File: src/rtl/demux_1x4_stream.sv
// Registered 1-to-N valid/ready stream demultiplexer with a 2-entry FIFO per lane.
// Routing by explicit sel or round-robin; beats aimed at a non-existent lane are counted and dropped.

module demux_1x4_lane #(
   parameter int DATA_W = 8
) (
   input  logic              clk,
   input  logic              rst,
   input  logic              push,
   input  logic [DATA_W-1:0] din,
   input  logic              ready,
   output logic [DATA_W-1:0] dout,
   output logic              vld,
   output logic              full
);
   logic [DATA_W-1:0] head, tail;
   logic [1:0]        cnt;
   logic              pop;

   assign vld  = (cnt != 2'd0);
   assign full = (cnt == 2'd2);
   assign dout = head;
   assign pop  = vld && ready;

   // tail is kept at zero unless it holds a beat, so head reads zero once drained
   always_ff @(posedge clk or posedge rst) begin
      if (rst) begin
         head <= '0;
         tail <= '0;
         cnt  <= 2'd0;
      end else begin
         if (pop) begin
            head <= (push && cnt == 2'd1) ? din : tail;
            tail <= '0;
         end else if (push) begin
            if (cnt == 2'd0) head <= din;
            else             tail <= din;
         end
         cnt <= cnt + 2'(push) - 2'(pop);
      end
   end
endmodule

module demux_1x4_stream #(
   parameter int DATA_W  = 8,
   parameter int NUM_OUT = 4,
   parameter int SEL_W   = 2
) (
   input  logic                      clk,
   input  logic                      rst,
   input  logic [DATA_W-1:0]         in_data,
   input  logic                      in_valid,
   output logic                      in_ready,
   input  logic [SEL_W-1:0]          sel,
   input  logic                      rr_mode,
   output logic [NUM_OUT*DATA_W-1:0] out_data,
   output logic [NUM_OUT-1:0]        out_valid,
   input  logic [NUM_OUT-1:0]        out_ready,
   output logic [SEL_W-1:0]          rr_ptr,
   output logic [7:0]                drop_cnt
);
   logic [SEL_W-1:0]   tgt;
   logic               tgt_ok, tgt_full, accept;
   logic [NUM_OUT-1:0] full, push;

   assign tgt    = rr_mode ? rr_ptr : sel;
   assign tgt_ok = (int'(tgt) < NUM_OUT);

   // in_ready sees only registered lane state, never out_ready
   always_comb begin
      tgt_full = 1'b0;
      for (int i = 0; i < NUM_OUT; i++)
         if (int'(tgt) == i) tgt_full = full[i];
   end

   assign in_ready = !tgt_ok || !tgt_full;
   assign accept   = in_valid && in_ready;

   for (genvar g = 0; g < NUM_OUT; g++) begin : g_lane
      assign push[g] = accept && (tgt == SEL_W'(g));
      demux_1x4_lane #(.DATA_W(DATA_W)) u_lane (
         .clk   (clk),
         .rst   (rst),
         .push  (push[g]),
         .din   (in_data),
         .ready (out_ready[g]),
         .dout  (out_data[g*DATA_W +: DATA_W]),
         .vld   (out_valid[g]),
         .full  (full[g])
      );
   end

   always_ff @(posedge clk or posedge rst) begin
      if (rst) begin
         rr_ptr   <= '0;
         drop_cnt <= 8'd0;
      end else begin
         if (accept && rr_mode)
            rr_ptr <= (rr_ptr == SEL_W'(NUM_OUT-1)) ? '0 : rr_ptr + SEL_W'(1);
         if (accept && !tgt_ok && drop_cnt != 8'hFF)
            drop_cnt <= drop_cnt + 8'd1;
      end
   end
endmodule

File: config.mk
export PLATFORM = sky130hd
export DESIGN_NAME = demux_1x4_stream
export DESIGN_NICKNAME = d
export VERILOG_FILES = /design/src/rtl/demux_1x4_stream.sv
export SDC_FILE = /design/constraint.sdc
export NUM_CORES = 1
export LEC_CHECK = 0
export CORE_MARGIN = 10
export CORE_UTILIZATION = 57
export DETAILED_ROUTE_END_ITERATION = 8
export PLACE_DENSITY = 0.82
export REMOVE_ABC_BUFFERS = 1
export SYNTH_ARGS = -nofsm -noshare
export SYNTH_HDL_FRONTEND = slang
export SYNTH_SLANG_ARGS = --single-unit
File: constraint.sdc
create_clock -name clk -period 5.98 [get_ports clk]
set_input_delay 1.196 -clock clk [delete_from_list [all_inputs] [get_ports clk]]
set_output_delay 1.196 -clock clk [all_outputs]
set_load 0.02 [all_outputs]
==> metrics.yaml <==
worstHoldPathType: "reg -> reg"
cp_common_cell: "clkdlybuf4s50_1"
netlist_instances: 358
grt_max_degree: 39
dr_wl_met2_um: 4050
hpwl_um: 6030
maxCapViolCount: 0
avgSynthCellArea_um2: 10.6
via_per_inst: 5.54
portBuffers: 56
cts_htree_levels: 3
peakVddDrop_mv: 0.227
diodes: 0
crit_chain: "clkdlybuf4s50_1, mux2i_1, mux4_2, clkdlybuf4s50_1"
critPathRequiredTime_ps: 4780
num_rows: 29
period_share_pct: 76.0
areaGrowthSynthToFinish_pct: 18.7
startpoint_type: "input pin"
skew_ps: 9.33
place_congestion: 0.816
outcome: "completed"
layout-drive-gt1-share_pct: 8.17
avgRoutedWirePerCell_um: 17.4
drt-met1-wl_um: 3800
dr.first_iter.drc_count: 128
crit_family: "buffers and inverters"
coreArea_um2: 6420
tightest_slew_ps: 739
grt_use_total_pct: 17.4
cts_hold_buf: 0
fmax_mhz: 220
root_buffer: "clkbuf_8"
fin_util_pct: 70.3
fin_tns_setup_ps: 0
cts_made_buffers: 9
stdcell_area_um2: 4520
clkTransAtPathRegs_ps: 70
nNetsFinal: 443
powerDensity_nw_per_um2: 485
pin_count: 65
grt_overflow: 0
clk_path_buf_depth: 2
slew_headroom_pct: 50.7
die_w_um: 102
syn_area_um2: 3800
drc: 0
cts_tree: "yes"
yosysWarnings: 0
crit_slowest_cell: "clkdlybuf4s50_1"
setup_viol: 0
post_cts_buffers: 0
drt_first_pass_iters: 4
grt_pass1_wl_um: 14000
critPathKind: "in -> out"
worst-path-max-fanout: 11
num_vias: 2730
critical_path.max_stage_delay_ps: 700
path_buf_inv: 2
ant_nets: 0
start_util_pct: 59.2
ys_ff_latch: 74
hold_viol_final: 0
ys_seq_area_share_pct: 48.7
grt_pass1_vias: 2755
dpl_cell_area_um2: 4360
dieArea_um2: 10300
cp-end-kind: "primary output"
met3_length_um: 540
clk_latency_ps: 350
cts_sinks: 74
die_h_um: 102
route.top_layer_used: "met4"
cts_resized: 0
ys_types: 30
antenna_found_initial: 0
slew_viol_final: 0
routed_wl_um: 8560
p_leak_uw: 0.00198
arrival_ps: 3350
grt_setup_unrepaired: "false"
period_needed_ps: 4550
-- cells in the mapped netlist, drive strengths merged --
library cell | count | share of area (%)
or3 | 1 | 0.30
nor2b | 4 | 0.66
a2111oi | 4 | 2.9
xnor2 | 8 | 1.8
nor2 | 5 | 0.49
mux4 | 1 | 0.59
mux2i | 2 | 0.53
and2 | 32 | 5.3
inv | 10 | 0.99
ha | 13 | 4.3
nor3 | 1 | 0.13
clkbuf | 8 | 0.79
o21ai | 36 | 4.7
dfrtp | 74 | 49
o221ai | 1 | 0.23
nand2 | 50 | 4.9
or4 | 1 | 0.30
or3b | 3 | 0.89
buf | 13 | 2.7
nand2b | 42 | 6.9
a21oi | 10 | 1.9
a221o | 32 | 8.4
conb | 1 | 0.099
nand3 | 1 | 0.13
nand3b | 3 | 0.59
mux2 | 2 | 0.79
-- worst reg2reg max path, stage by stage, from the launching register on --
cell and delay (ps):
dfrtp_1 510, mux2i_1 250, mux4_2 590, nand2_1 120, ha_1 140, nand2b_1 440, o21ai_0 220
-- per-stage QoR --
step,hold slack (ps),instances,total power (µW),setup slack [ps]
after floorplan,451,344,1490,2780
after global placement,463,478,1840,1490
after detailed placement,472,478,1890,1450
after CTS,489,493,2210,1430
after global routing,503,493,2350,1290
final,487,493,2190,1430
-- path summary, 6_finish.rpt --
check	slack (ps)	end	from	depth (start not counted)
min	490	g_lane[3].u_lane.tail[1]$_DFFE_PP0P_	g_lane[3].u_lane.tail[1]$_DFFE_PP0P_	2
max in group asynchronous	3730	g_lane[1].u_lane.tail[4]$_DFFE_PP0P_	rst	3
max	1430	in_ready	rr_mode	4
max reg2reg	3560	g_lane[1].u_lane.tail[3]$_DFFE_PP0P_	rr_ptr[0]$_DFFE_PP0P_	6
min reg2reg	490	g_lane[3].u_lane.tail[1]$_DFFE_PP0P_	g_lane[3].u_lane.tail[1]$_DFFE_PP0P_	2
min in group asynchronous	1300	rr_ptr[0]$_DFFE_PP0P_	rst	2
-- cells by family (layout without fill, tap and decap cells) --
logic type	count (synthesis)	in the layout	share of synthesized area, %
simple gates	143	143	20.6
compound gates	83	83	18.2
flops	74	74	48.7
buf+inv	31	82	4.44
fa+ha+maj	13	13	4.28
xor+xnor	8	8	1.84
mux	5	5	1.91
other cells	1	8	0.0986
-- power breakdown --
part | internal [µW] | leakage [µW] | switching, µW
Clock | 146 | 0.0000827 | 179
Sequential | 716 | 0.000949 | 163
Combinational | 466 | 0.000943 | 523
-- area by class of cell --
type,count,area (µm²)
fill,476,1910
sequential,74,1850
multi-input combinational,260,1810
timing repair buffer,57,568
clock buffer,11,131
tap,77,96.3
inverter,10,37.5
clock inverter,4,20.0
-- layout by cell type (no fill, tap or decap), drive strengths merged, types with 5 or more instances in the layout --
cell type,n
conb,8
o21ai,36
clkbuf,11
xnor2,8
nand2,50
nand2b,42
a221o,32
dfrtp,74
inv,10
nor2,5
a21oi,10
clkdlybuf4s50,56
and2,32
ha,13
-- state kept, by name, summed over array words and instances, names as in the netlist --
register / flops
g_lane.u_lane.cnt: 8
g_lane.u_lane.dout: 32
g_lane.u_lane.tail: 32
rr_ptr: 2
-- routing by layer --
layer | GRT usage [%] | vias up
met5 | 0 | -
met4 | 7.15 | 0
met3 | 4.83 | 10
met2 | 27.2 | 67
met1 | 22.2 | 1312
li1 | - | 1341
Power figures use the tool's default switching activity.
